## src/rtl/ddr_port_arbiter_if.sv

```systemverilog
// Avalon-MM port bundle: the requester drives the master modport, the arbiter side uses slave.
// Same bundle serves both requester ports and the memory-side port of the arbiter.
interface ddr_port_arbiter_if #(
    parameter int ADDR_W = 32,
    parameter int DATA_W = 16
);
    logic [ADDR_W-1:0] addr;
    logic              read;
    logic              write;
    logic [DATA_W-1:0] writedata;
    logic              waitrequest;
    logic [DATA_W-1:0] readdata;
    logic              readdatavalid;

    modport master (
        output addr, read, write, writedata,
        input  waitrequest, readdata, readdatavalid
    );

    modport slave (
        input  addr, read, write, writedata,
        output waitrequest, readdata, readdatavalid
    );
endinterface

```

## src/rtl/ddr_port_arbiter.sv

```systemverilog
// Round-robin share of one Avalon-MM DDR port between requesters A and B; read tags route data back.
// Command registered (grant->ddr_* 1 cycle), returns registered; ports stall on memory stall or full tag FIFO.
module ddr_port_arbiter #(
    parameter int ADDR_W      = 32,
    parameter int DATA_W      = 16,
    parameter int MAX_PENDING = 4
) (
    input  logic               clk,
    input  logic               reset_n,
    ddr_port_arbiter_if.slave  a_if,
    ddr_port_arbiter_if.slave  b_if,
    ddr_port_arbiter_if.master ddr_if,
    output logic               err_orphan_o,
    output logic               err_proto_o
);
    localparam int PTR_W = (MAX_PENDING > 1) ? $clog2(MAX_PENDING) : 1;
    localparam int CNT_W = $clog2(MAX_PENDING) + 1;

    typedef enum logic {PORT_A = 1'b0, PORT_B = 1'b1} port_e;

    logic [ADDR_W-1:0]      addr_q, addr_d;
    logic [DATA_W-1:0]      wdata_q, wdata_d;
    logic                   rd_q, rd_d, wr_q, wr_d;
    port_e                  owner_q, owner_d, rr_q, rr_d;
    logic [MAX_PENDING-1:0] tag_q;
    logic [PTR_W-1:0]       wptr_q, rptr_q;
    logic [CNT_W-1:0]       cnt_q, inflight;
    logic [DATA_W-1:0]      a_rdata_q, b_rdata_q;
    logic                   a_rdv_q, b_rdv_q, orphan_q, proto_q;
    logic                   slot_free, tag_push, tag_pop, rd_room;
    logic                   a_elig, b_elig, gnt_a, gnt_b;
    port_e                  ret_port;

    assign slot_free = !(rd_q || wr_q) || !ddr_if.waitrequest;
    assign tag_push  = rd_q && !ddr_if.waitrequest;
    assign tag_pop   = ddr_if.readdatavalid && (cnt_q != '0);
    assign ret_port  = port_e'(tag_q[rptr_q]);

    // A new read must still fit after this edge, including the held read being accepted now.
    assign inflight = cnt_q + CNT_W'(tag_push) - CNT_W'(tag_pop);
    assign rd_room  = inflight < CNT_W'(MAX_PENDING);

    assign a_elig = reset_n && (a_if.read || a_if.write) && slot_free && (a_if.write || rd_room);
    assign b_elig = reset_n && (b_if.read || b_if.write) && slot_free && (b_if.write || rd_room);
    assign gnt_a  = a_elig && (!b_elig || rr_q == PORT_B);
    assign gnt_b  = b_elig && (!a_elig || rr_q == PORT_A);

    assign a_if.waitrequest = !gnt_a;
    assign b_if.waitrequest = !gnt_b;

    always_comb begin
        addr_d  = addr_q;
        wdata_d = wdata_q;
        rd_d    = rd_q;
        wr_d    = wr_q;
        owner_d = owner_q;
        rr_d    = rr_q;
        // Read+write together is taken as a write.
        if (gnt_a) begin
            addr_d  = a_if.addr;
            wr_d    = a_if.write;
            rd_d    = !a_if.write;
            owner_d = PORT_A;
            rr_d    = PORT_A;
            if (a_if.write) wdata_d = a_if.writedata;
        end else if (gnt_b) begin
            addr_d  = b_if.addr;
            wr_d    = b_if.write;
            rd_d    = !b_if.write;
            owner_d = PORT_B;
            rr_d    = PORT_B;
            if (b_if.write) wdata_d = b_if.writedata;
        end else if (slot_free) begin
            rd_d = 1'b0;
            wr_d = 1'b0;
        end
    end

    always_ff @(posedge clk or negedge reset_n) begin
        if (!reset_n) begin
            addr_q    <= '0;
            wdata_q   <= '0;
            rd_q      <= 1'b0;
            wr_q      <= 1'b0;
            owner_q   <= PORT_A;
            rr_q      <= PORT_B;
            tag_q     <= '0;
            wptr_q    <= '0;
            rptr_q    <= '0;
            cnt_q     <= '0;
            a_rdata_q <= '0;
            b_rdata_q <= '0;
            a_rdv_q   <= 1'b0;
            b_rdv_q   <= 1'b0;
            orphan_q  <= 1'b0;
            proto_q   <= 1'b0;
        end else begin
            addr_q  <= addr_d;
            wdata_q <= wdata_d;
            rd_q    <= rd_d;
            wr_q    <= wr_d;
            owner_q <= owner_d;
            rr_q    <= rr_d;
            cnt_q   <= cnt_q + CNT_W'(tag_push) - CNT_W'(tag_pop);
            if (tag_push) begin
                tag_q[wptr_q] <= owner_q;
                wptr_q        <= wptr_q + PTR_W'(1);
            end
            if (tag_pop) rptr_q <= rptr_q + PTR_W'(1);
            a_rdv_q <= tag_pop && (ret_port == PORT_A);
            b_rdv_q <= tag_pop && (ret_port == PORT_B);
            if (tag_pop && ret_port == PORT_A) a_rdata_q <= ddr_if.readdata;
            if (tag_pop && ret_port == PORT_B) b_rdata_q <= ddr_if.readdata;
            if (ddr_if.readdatavalid && cnt_q == '0) orphan_q <= 1'b1;
            if ((a_if.read && a_if.write) || (b_if.read && b_if.write)) proto_q <= 1'b1;
        end
    end

    assign ddr_if.addr        = addr_q;
    assign ddr_if.read        = rd_q;
    assign ddr_if.write       = wr_q;
    assign ddr_if.writedata   = wdata_q;
    assign a_if.readdata      = a_rdata_q;
    assign a_if.readdatavalid = a_rdv_q;
    assign b_if.readdata      = b_rdata_q;
    assign b_if.readdatavalid = b_rdv_q;
    assign err_orphan_o       = orphan_q;
    assign err_proto_o        = proto_q;
endmodule

```

## src/flat_wrapper.sv

```systemverilog
// flat-port wrapper written by rule: the top's interface ports become plain ports
module ddr_port_arbiter_flat 
#(
    parameter int ADDR_W      = 32,
    parameter int DATA_W      = 16,
    parameter int MAX_PENDING = 4
)
  (clk, reset_n, err_orphan_o, err_proto_o, a_if_addr, a_if_read, a_if_write, a_if_writedata, a_if_waitrequest, a_if_readdata, a_if_readdatavalid, b_if_addr, b_if_read, b_if_write, b_if_writedata, b_if_waitrequest, b_if_readdata, b_if_readdatavalid, ddr_if_addr, ddr_if_read, ddr_if_write, ddr_if_writedata, ddr_if_waitrequest, ddr_if_readdata, ddr_if_readdatavalid);
  ddr_port_arbiter_if #(.ADDR_W(ADDR_W), .DATA_W(DATA_W)) a_if_i ();
  ddr_port_arbiter_if #(.ADDR_W(ADDR_W), .DATA_W(DATA_W)) b_if_i ();
  ddr_port_arbiter_if #(.ADDR_W(ADDR_W), .DATA_W(DATA_W)) ddr_if_i ();
  input  logic clk;
  input  logic reset_n;
  output logic err_orphan_o;
  output logic err_proto_o;
  input wire logic [$bits(a_if_i.addr)-1:0] a_if_addr;
  input wire logic [$bits(a_if_i.read)-1:0] a_if_read;
  input wire logic [$bits(a_if_i.write)-1:0] a_if_write;
  input wire logic [$bits(a_if_i.writedata)-1:0] a_if_writedata;
  output wire logic [$bits(a_if_i.waitrequest)-1:0] a_if_waitrequest;
  output wire logic [$bits(a_if_i.readdata)-1:0] a_if_readdata;
  output wire logic [$bits(a_if_i.readdatavalid)-1:0] a_if_readdatavalid;
  input wire logic [$bits(b_if_i.addr)-1:0] b_if_addr;
  input wire logic [$bits(b_if_i.read)-1:0] b_if_read;
  input wire logic [$bits(b_if_i.write)-1:0] b_if_write;
  input wire logic [$bits(b_if_i.writedata)-1:0] b_if_writedata;
  output wire logic [$bits(b_if_i.waitrequest)-1:0] b_if_waitrequest;
  output wire logic [$bits(b_if_i.readdata)-1:0] b_if_readdata;
  output wire logic [$bits(b_if_i.readdatavalid)-1:0] b_if_readdatavalid;
  output wire logic [$bits(ddr_if_i.addr)-1:0] ddr_if_addr;
  output wire logic [$bits(ddr_if_i.read)-1:0] ddr_if_read;
  output wire logic [$bits(ddr_if_i.write)-1:0] ddr_if_write;
  output wire logic [$bits(ddr_if_i.writedata)-1:0] ddr_if_writedata;
  input wire logic [$bits(ddr_if_i.waitrequest)-1:0] ddr_if_waitrequest;
  input wire logic [$bits(ddr_if_i.readdata)-1:0] ddr_if_readdata;
  input wire logic [$bits(ddr_if_i.readdatavalid)-1:0] ddr_if_readdatavalid;
  assign a_if_i.addr = a_if_addr;
  assign a_if_i.read = a_if_read;
  assign a_if_i.write = a_if_write;
  assign a_if_i.writedata = a_if_writedata;
  assign a_if_waitrequest = a_if_i.waitrequest;
  assign a_if_readdata = a_if_i.readdata;
  assign a_if_readdatavalid = a_if_i.readdatavalid;
  assign b_if_i.addr = b_if_addr;
  assign b_if_i.read = b_if_read;
  assign b_if_i.write = b_if_write;
  assign b_if_i.writedata = b_if_writedata;
  assign b_if_waitrequest = b_if_i.waitrequest;
  assign b_if_readdata = b_if_i.readdata;
  assign b_if_readdatavalid = b_if_i.readdatavalid;
  assign ddr_if_addr = ddr_if_i.addr;
  assign ddr_if_read = ddr_if_i.read;
  assign ddr_if_write = ddr_if_i.write;
  assign ddr_if_writedata = ddr_if_i.writedata;
  assign ddr_if_i.waitrequest = ddr_if_waitrequest;
  assign ddr_if_i.readdata = ddr_if_readdata;
  assign ddr_if_i.readdatavalid = ddr_if_readdatavalid;
  ddr_port_arbiter #(.ADDR_W(ADDR_W), .DATA_W(DATA_W), .MAX_PENDING(MAX_PENDING)) u_core (.clk(clk), .reset_n(reset_n), .a_if(a_if_i), .b_if(b_if_i), .ddr_if(ddr_if_i), .err_orphan_o(err_orphan_o), .err_proto_o(err_proto_o));
endmodule
```

## config.mk

```make
export PLATFORM = sky130hd
export DESIGN_NAME = ddr_port_arbiter_flat
export DESIGN_NICKNAME = d
export VERILOG_FILES = /design/src/rtl/ddr_port_arbiter_if.sv /design/src/rtl/ddr_port_arbiter.sv /design/src/flat_wrapper.sv
export SDC_FILE = /design/constraint.sdc
export NUM_CORES = 1
export LEC_CHECK = 0
export ABC_AREA = 1
export CAP_MARGIN = 30
export CORE_MARGIN = 2
export CORE_UTILIZATION = 50
export DETAILED_ROUTE_END_ITERATION = 12
export DONT_BUFFER_PORTS = 1
export PLACE_DENSITY = 0.67
export SETUP_SLACK_MARGIN = 0.4
export SLEW_MARGIN = 20
export SYNTH_ARGS = -nofsm -noshare
export SYNTH_HDL_FRONTEND = slang
export SYNTH_SLANG_ARGS = --single-unit
export TNS_END_PERCENT = 50
```

## constraint.sdc

```tcl
create_clock -name clk -period 5.97 [get_ports clk]
set_input_delay 0.2985 -clock clk [delete_from_list [all_inputs] [get_ports clk]]
set_output_delay 0.2985 -clock clk [all_outputs]
set_load 0.05 [all_outputs]
```

# [Word-level counts from Yosys, hierarchy flattened]
# Index checks and enable logic that the tools add are counted.
[totals] wordCells=84 inputBits=120 reg_bits=99
[op_classes] n_addsub=4 n_bitwise=2 mux=18 order_cmp=4 n_eq_ne=1 n_reduce_logical=39
[op_table] cell="$mux W16" n=4
[op_table] cell="$mux W32" n=2
[op_table] cell="$logic_and A1 B1 Y1" n=16
[op_table] cell="$logic_or A1 B1 Y1" n=9
[op_table] cell="$mux W1" n=9
[op_table] cell="$logic_not A1 Y1" n=8
[op_table] cell="$lt A2 B3 Y1 const B" n=2
[op_table] cell="$reduce_bool A3 Y1" n=2
[op_table] cell="$add A2 B1 Y2 const B" n=2
[op_table] cell="$bwmux W4" n=1
[op_table] cell="$reduce_bool A2 Y1" n=2
[op_table] cell="$add A3 B1 Y3" n=1
[op_table] cell="$logic_not A3 Y1" n=1
[op_table] cell="$lt A3 B3 Y1 const B" n=1
[op_table] cell="$reduce_and A3 Y1" n=1
[op_table] cell="$sub A3 B1 Y3" n=1
[op_table] cell="$bmux W1 S2" n=1
[op_table] cell="$demux W1 S2" n=1
[op_table] cell="$ge A2 B1 Y1 const B" n=1
[op_table] cell="$ne A2 B2 Y1 const B" n=1
[op_table] cell="$not A1 Y1" n=2

# [Longest topological paths before layout]
# Gate-level depths: netlist of run 1.
[logic_depth] depth_word=12 depth_mapped=19

# [Worst setup path after synthesis of run 1]
# Ideal clock, no wire load.
[synth_timing] kind="flip-flop to flip-flop" startpoint="register u_core.cnt_q[1]" endpoint="register u_core.addr_q[24] (netlist: u_core.ddr_if.addr[24])" path_slack_ns=3.307 synth_period_minus_slack_ns=2.663 t_required_ns=5.852 stages_incl_launch_ff=18 t_arrival_ns=2.545 cell_sequence="dfrtp_1 nor2_1 nand2_1 nand2_1 inv_1 ha_1 inv_1 ha_1 fa_1 nand3_2 nand2_1 nand2_2 nand2_4 nand2_2 buf_2 nand2_1 nand3_1 nand2_1"
[synth_between] elab_chain_len=10 word_cells_on_any_way=17 cone_classes="add/sub (2); order compare (1); mux (1); reduce/logical (13)"
[synth_lines] item="start: declaration" line_no="ddr_port_arbiter.sv:27" text="logic [CNT_W-1:0] cnt_q, inflight;"
[synth_lines] item="start signal: assignment" line_no="ddr_port_arbiter.sv:104" text="cnt_q <= cnt_q + CNT_W'(tag_push) - CNT_W'(tag_pop);"
[synth_lines] item="$reduce_bool A3 Y1 (*)" line_no="ddr_port_arbiter.sv:36" text="assign tag_pop = ddr_if.readdatavalid && (cnt_q != '0);"
[synth_lines] item="$logic_and A1 B1 Y1 (*)" line_no="ddr_port_arbiter.sv:36"
[synth_lines] item="net u_core.tag_pop" line_no="ddr_port_arbiter.sv:30" text="logic slot_free, tag_push, tag_pop, rd_room;"
[synth_lines] item="$sub A3 B1 Y3 (*)" line_no="ddr_port_arbiter.sv:40" text="assign inflight = cnt_q + CNT_W'(tag_push) - CNT_W'(tag_pop);"
[synth_lines] item="$lt A3 B3 Y1 (*)" line_no="ddr_port_arbiter.sv:41" text="assign rd_room = inflight < CNT_W'(MAX_PENDING);"
[synth_lines] item="$logic_or A1 B1 Y1 (on tied branches)" line_no="ddr_port_arbiter.sv:44, ddr_port_arbiter.sv:43"
[synth_lines] item="$logic_and A1 B1 Y1 (on tied branches)" line_no="ddr_port_arbiter.sv:44, ddr_port_arbiter.sv:43"
[synth_lines] item="$logic_not A1 Y1 (on tied branches)" line_no="ddr_port_arbiter.sv:45, ddr_port_arbiter.sv:46"
[synth_lines] item="$logic_or A1 B1 Y1 (on tied branches)" line_no="ddr_port_arbiter.sv:45, ddr_port_arbiter.sv:46"
[synth_lines] item="$logic_and A1 B1 Y1 (on tied branches)" line_no="ddr_port_arbiter.sv:45, ddr_port_arbiter.sv:46"
[synth_lines] item="$mux W32 / $reduce_bool A2 Y1 (equally long branches)"
[synth_lines] item="end signal: assignment" line_no="ddr_port_arbiter.sv:98" text="addr_q <= addr_d;"
[synth_lines] item="end: declaration" line_no="ddr_port_arbiter.sv:21" text="logic [ADDR_W-1:0] addr_q, addr_d;"
# The timed path passes the listed nets; every way through them passes the cells marked *.
# A chain may end at the register's enable or synchronous reset.

# [Worst setup path after layout of run 1]
[layout_timing] startpoint="register u_core.cnt_q[1]" endpoint="output port a_if_waitrequest"
[layout_between] elab_chain_len=10 word_cells_on_any_way=13 cone_classes="add/sub (2); order compare (1); reduce/logical (10)"
[layout_lines] item="$reduce_bool A3 Y1 (*)" line_no="ddr_port_arbiter.sv:36"
[layout_lines] item="$logic_and A1 B1 Y1 (*)" line_no="ddr_port_arbiter.sv:36"
[layout_lines] item="net u_core.tag_pop" line_no="ddr_port_arbiter.sv:30"
[layout_lines] item="$sub A3 B1 Y3 (*)" line_no="ddr_port_arbiter.sv:40"
[layout_lines] item="$lt A3 B3 Y1 (*)" line_no="ddr_port_arbiter.sv:41"
[layout_lines] item="$logic_or A1 B1 Y1" line_no="ddr_port_arbiter.sv:44" text="assign b_elig = reset_n && (b_if.read || b_if.write) && slot_free && (b_if.write || rd_room);"
[layout_lines] item="$logic_and A1 B1 Y1" line_no="ddr_port_arbiter.sv:44"
[layout_lines] item="$logic_not A1 Y1" line_no="ddr_port_arbiter.sv:45" text="assign gnt_a = a_elig && (!b_elig || rr_q == PORT_B);"
[layout_lines] item="$logic_or A1 B1 Y1" line_no="ddr_port_arbiter.sv:45"
[layout_lines] item="$logic_and A1 B1 Y1 (*)" line_no="ddr_port_arbiter.sv:45"
[layout_lines] item="$logic_not A1 Y1 (*)" line_no="ddr_port_arbiter.sv:48" text="assign a_if.waitrequest = !gnt_a;"
[layout_lines] item="end: declaration" line_no="flat_wrapper.sv:20" text="output wire logic [$bits(a_if_i.waitrequest)-1:0] a_if_waitrequest;"
# Marks and branches as above.

==> results of run 1 <==
==> logic make-up (layout without fill, tap and decap cells) <==
kind of cell / after synthesis / count (layout) / share of synthesized area
and+or+nand+nor: 341 / 341 / 0.325
buffers and inverters: 102 / 91 / 0.0940
DFF: 99 / 99 / 0.507
AOI/OAI and AO/OA: 47 / 47 / 0.0502
adders and majority gates: 7 / 7 / 0.0195
xor gates and xnor gates: 2 / 2 / 0.00359
other: 0 / 2 / 0
==> area by class of cell <==
cell class              instances  share of cell area
flip-flops and latches         99               0.484
multi-input cells             397               0.380
inverters                      72              0.0527
well taps                     133              0.0325
clock buffers                  10              0.0249
clock inverters                 6              0.0142
repair buffers                  3              0.0112
diodes                          2            0.000976
==> worst min path at each step <==
stage,start,end,slack [ps]
floorplan,reset_n,u_core.a_if.readdata[0],3
global placement,reset_n,u_core.cnt_q[1],6
detailed placement,reset_n,u_core.a_if.readdata[0],6
CTS,a_if_write,u_core.ddr_if.read,40
global route,a_if_write,u_core.ddr_if.read,60
finish,a_if_write,u_core.ddr_if.read,60
==> flip-flops by register name, indices dropped and copies added, names as in the netlist <==
signal / cells
u_core.ddr_if.write: 1
u_core.owner_q: 1
u_core.ddr_if.addr: 32
u_core.rr_q: 1
u_core.b_if.readdata: 16
u_core.err_orphan_o: 1
u_core.ddr_if.writedata: 16
u_core.cnt_q: 3
u_core.rptr_q: 2
u_core.ddr_if.read: 1
u_core.err_proto_o: 1
u_core.a_if.readdata: 16
u_core.b_if.readdatavalid: 1
u_core.a_if.readdatavalid: 1
u_core.wptr_q: 2
u_core.tag_q: 4
==> cell usage after synthesis (all sizes together) <==
cell type and count:
xor2 2, clkbuf 6, inv 72, o211ai 1, dfstp 1, nand3 76
o21ai 43, fa 1, nand2 224, nand3b 32, a31o 1, a21oi 2
nor2 9, dfrtp 98, buf 24, ha 6
==> timing repair <==
action | 4_1_cts | 5_1_grt
hold buffers | 2 | 0
buffers inserted | 0 | 0
endpoints found under the setup margin | 0 | 0
endpoints found under the hold margin | 99 | 0
==> worst max-delay path: stages, from the launching register on <==
cell and delay [ps]:
dfrtp_1 410, nor2_1 150, nand2_1 60, nand2_1 120, inv_1 70, ha_1 270, inv_1 40, ha_1 190
fa_1 390, inv_1 90, nand2_2 70, nand3_2 100, nand3_4 470, nand2_2 690
==> cells in the final DEF, fill, tap and decap left out, types with 4 or more instances in the layout <==
cell / netlist / routed
nand3b_1: 32 / 32
o21ai_0: 40 / 40
ha_1: 6 / 6
clkbuf_8: 0 / 9
nor2_1: 7 / 7
dfrtp_1: 98 / 98
nand2_2: 5 / 5
inv_1: 68 / 68
nand2_1: 217 / 217
nand3_1: 69 / 69
inv_2: 4 / 4
nand3_2: 4 / 4
==> layer usage <==
| layer | wire length, um | part of all wire | up-vias |
|---|---|---|---|
| met4 | 183 | 0.016 | 0 |
| met2 | 5630 | 0.49 | 147 |
| met5 | 0 | 0 | - |
| met1 | 4780 | 0.41 | 1743 |
| met3 | 946 | 0.082 | 14 |
| li1 | - | - | 1838 |
==> stage by stage <==
stage | utilization | setup slack, ps | hold WS, ps
finish | 0.532 | 2170 | 64.9
CTS | 0.531 | 2140 | 42.2
global route | 0.531 | 1920 | 64.7
global placement | 0.505 | 2100 | 6.47
detailed placement | 0.507 | 2210 | 6.07
floorplan | - | 3310 | 2.91
==> where the power goes <==
group          switching, mW  leakage (nW)  internal, mW  total, mW
registers               1.24          1.21         0.983       2.22
clock network          0.244        0.0975         0.199      0.442
logic                  0.642          1.43         0.309      0.951
==> run metrics, run 1 <==
die area=between 10000 and 15000 sq um; worst vdd ir=0.306 mV; status=finished, final reports clean; DR vias/cell=between 5 and 6; placed inst area=4880 sq um; met3 Usage GRT=0.0786; antenna-violating nets left=0; Worst Hold Depth=1; Multi-input gate area=1950 sq um; Syn-to-layout area delta=4.92%; Worst Path Arrival=3500 ps; Final Skew=17.6 ps; largest net degree at the start of global routing=100; Root Driver=clkbuf_8; layout filler cell count=926; Routed WL=11.5 mm; RR Startpoint=u_core.cnt_q[1]; H-tree depth=3; design area=around 5000 sq um; post-DP HPWL=7.91 mm; RSZ-0062 raised after global routing=false; remaining global-route overflow=0; Yosys top cell area share=0.502; GRT Total Usage=0.212; layout cells sized above 1=0.0681; Seq cells post-synth=99; Worst-Margin Slew=819 ps; Finish-stage setup viols=0; Nets=709; crit path from=u_core.cnt_q[1]; Seq/Total Area, Yosys=0.507; synth top area cells=dfrtp_1 (50%), nand2_1 (17%), nand3_1 (7.1%); R2R Path End=u_core.ddr_if.addr[6]; CP Capture Point=a_if_waitrequest; num rows=36; drt wl/cell=16.0 um; core footprint=9640 sq um; cts bufs inserted=9; Max clock buf depth=2; first-pass GRT wire length=17.4 mm; synthesized area per cell=8.17 sq um; TritonCTS clock tree=done; Max Cap Viol=0; router iterations before antenna repair=5; FF-to-FF path depth=17; post-cts resize count=0; FF/Latch Area=between 2000 and 2500 sq um; Gate Count Post-Synth=~600; reg-to-reg setup timing slack=2220 ps; gr busiest metal=met2; GR Util met2=0.342; hold crit path type=in -> reg; vias in the first global route=3494; Crit Path Category=reg -> out; pwr/cell area=705 nW/um^2; clk_lat worst skew=around 370 ps; die width=103 um; CP Data Required Time=5670 ps; setup TNS=0 ps; Clock transition at path regs=roughly 90 ps; Synth warnings=0; crit start category=flip-flop; Final period util=0.637; Tmin final=3800 ps; critical path peak fanout=50; leading area contributor after synthesis=dfrtp_1; CTS Sinks=between 90 and 100; maximum achievable frequency=263 MHz; post-synthesis cell area=4890 sq um; I/O pin cnt=208; leakage power=2.74 nW; Syn Nets=725; Yosys cell types=27; drc violations=0; vias=3742; Die Ht=103 um; count of pins over their slew limit=0; Initial DRC Count=151; count of final hold-check violations=0; Critical Path Sink Type=output pin; Design Power=approximately 3.6 mW; dpl cells=702; final non-filler cell total=722; Initial Utilization=0.507; GRT met1 Usage=0.260; gpl congestion=0.814; initial antenna violation count=2; Slew HR=0.453; Port Buffers=0
Note: power is estimated with default switching activity, not from simulation.
==> run 2: changes to the inputs <==
Clock period 5.97 ns to 3.55 ns, I/O delays scaled along.
==> run 2 against run 1 <==
Compared with the run above:
- flip-flop and latch count unchanged
- hold slack got worse by 44 ps
- via count increased by 7.0%
- core utilization up 4.5 points
- routed wire length grew 9.4%
- sequential share of layout area shrank 3.8 points
- register-to-register slack got worse by 1600 ps
- critical path type unchanged
==> run metrics, run 2 (synthesis results as in run 1) <==
post-DP HPWL=8.42 mm (was 7.91 mm); Clock transition at path regs=110 ps (was 90 ps); Design Power=6.26 mW (was 3.61 mW); Slew HR=0.446 (was 0.453); worst min-delay path startpoint=b_if_addr[24] (was a_if_write); vias=4003 (was 3742); most used cell, CP=inv_1 (unchanged); maximum achievable frequency=336 MHz; drc violations=0 (unchanged); drt wl/cell=16.6 um (was 16.0 um); setup TNS=0 ps (unchanged); I/O pin cnt=208 (unchanged); Worst Path Arrival=2800 ps (was 3500 ps); Max clock buf depth=2 (unchanged); die area=10600 sq um (unchanged); Worst-Margin Slew=831 ps (was 819 ps); critical path peak fanout=17 (was 50); Initial Utilization=0.507 (unchanged); gpl congestion=0.806 (was 0.814); reg-to-reg setup timing slack=630 ps (was 2220 ps); H-tree depth=3 (unchanged); slowest stage delay, CP=420 ps (was 690 ps); Finish-stage setup viols=0 (unchanged); Worst Hold End=u_core.ddr_if.addr[24] (was u_core.ddr_if.read); GRT Total Usage=0.239 (was 0.212); first-pass GRT wire length=19.2 mm (was 17.4 mm); num rows=36 (unchanged); remaining global-route overflow=0 (unchanged); Max Cap Viol=0 (unchanged); count of pins over their slew limit=0 (unchanged); RSZ-0062 raised after global routing=false (unchanged); Final period util=0.839; layout cells sized above 1=0.0928 (was 0.0681); Port Buffers=0 (unchanged); CTS Sinks=99 (unchanged); Worst path slowest cell=dfrtp_1 (was nand2_2); Root Driver=clkbuf_8 (unchanged); leakage power=2.92 nW (was 2.74 nW); DR vias/cell=5.26 (was 5.18); core footprint=9640 sq um (unchanged); Die Ht=103 um (unchanged); RR Startpoint=u_core.cnt_q[1] (unchanged); Worst Hold Depth=4 (was 1); hold crit path type=in -> reg (unchanged); Crit Path Category=reg -> out (unchanged); crit start category=flip-flop (unchanged); antenna-violating nets left=0 (unchanged); cts bufs inserted=9 (unchanged); Largest register FFs=32 (unchanged); Critical Path Sink Type=output pin (unchanged); Tmin final=~3000 ps; FF-to-FF path depth=18 (was 17); router iterations before antenna repair=4 (was 5); worst-path cell chain=nor2_2, nand2_1, nand2_2, inv_1, ha_1, inv_1, ha_1, fa_2, inv_1, nand2_2, nand3_4, nand3_4, nand2_8, buf_12, buf_8 (was nor2_1, nand2_1, nand2_1, inv_1, ha_1, inv_1, ha_1, fa_1, inv_1, nand2_2, nand3_2, nand3_4, nand2_2); die width=103 um (unchanged); Final Skew=17.4 ps (was 17.6 ps); commonest non-fill, non-tap cell in the layout=nand2_1 (unchanged); hold slack final=20.9 ps (was 64.9 ps); largest net degree at the start of global routing=100 (unchanged); status=finished, final reports clean (unchanged); clk_lat worst skew=360 ps (was 370 ps); initial antenna violation count=3 (was 2); Routed WL=12.6 mm (was 11.5 mm); Initial DRC Count=171 (was 151); Nets=747 (was 709); R2R Path End=u_core.ddr_if.writedata[8] (was u_core.ddr_if.addr[6]); count of final hold-check violations=0 (unchanged); TritonCTS clock tree=done (unchanged); vias in the first global route=3831 (was 3494); worst vdd ir=0.454 mV (was 0.306 mV); Syn-to-layout area delta=13.8% (was 4.92%); pwr/cell area=1130 nW/um^2 (was 705 nW/um^2); CP Data Required Time=3370 ps (was 5670 ps); commonest non-fill, non-tap cells in the layout=nand2_1 (214), dfrtp_1 (98), nand3_1 (69), inv_1 (68), o21ai_0 (40) (was nand2_1 (217), dfrtp_1 (98), nand3_1 (69), inv_1 (68), o21ai_0 (40))
==> run 2: critical path: cells and delay by family (launching register included) <==
kind	cells	cell delay (ps)
adders and majority gates	3	830
and+or+nand+nor	7	710
DFF	1	420
buffers and inverters	5	480
==> run 2: worst max-delay path by stage <==
stage	start	end	slack, ps
2_1_floorplan	u_core.cnt_q[1]	u_core.ddr_if.addr[24]	890
3_3_place_gp	u_core.cnt_q[1]	a_if_waitrequest	450
3_5_place_dp	u_core.cnt_q[1]	a_if_waitrequest	360
4_1_cts	u_core.cnt_q[1]	b_if_waitrequest	390
5_1_grt	u_core.cnt_q[1]	a_if_waitrequest	380
6_report	u_core.cnt_q[1]	a_if_waitrequest	570
==> run 2: what timing repair did <==
item                                    CTS  global route
hold endpoints to repair                132             4
endpoints found under the setup margin    1            48
buffers inserted                          4             0
gates resized for setup                   4            12
pin swaps                                 2             0
gates cloned                              2             0
hold buffers                             25             3
==> run 2: stage by stage <==
step	setup WS (ps)	utilization	instances	area, sq um
final	573	0.577	761	5560
after global routing	379	0.576	759	5560
after detailed placement	356	0.511	708	4930
after global placement	450	0.511	708	4930
after CTS	386	0.568	755	5480
after floorplan	887	-	598	4890
==> run 2: final cells by class <==
cell class                 count  area [sq um]
clock inverter                 7          57.6
inverter                      72           270
clock buffer                   9           124
antenna                        3          7.51
sequential                    99          2480
fill                         913          4080
timing repair buffer          40           448
multi-input combinational    398          2010
tap                          133           166
==> run 2: report_power, final <==
group	internal [mW]	total, mW	leakage, nW	switching (mW)
Sequential	1.65	3.73	1.21	2.07
Clock	0.265	0.682	0.0882	0.417
Combinational	0.665	1.85	1.62	1.19
==> run 2: routing by layer <==
layer	global-route usage	vias to the layer above	part of all wire
met5	0	-	0
met2	0.421	178	0.51
met3	0.0793	26	0.086
met1	0.268	1885	0.38
met4	0.0951	0	0.026
li1	-	1914	-
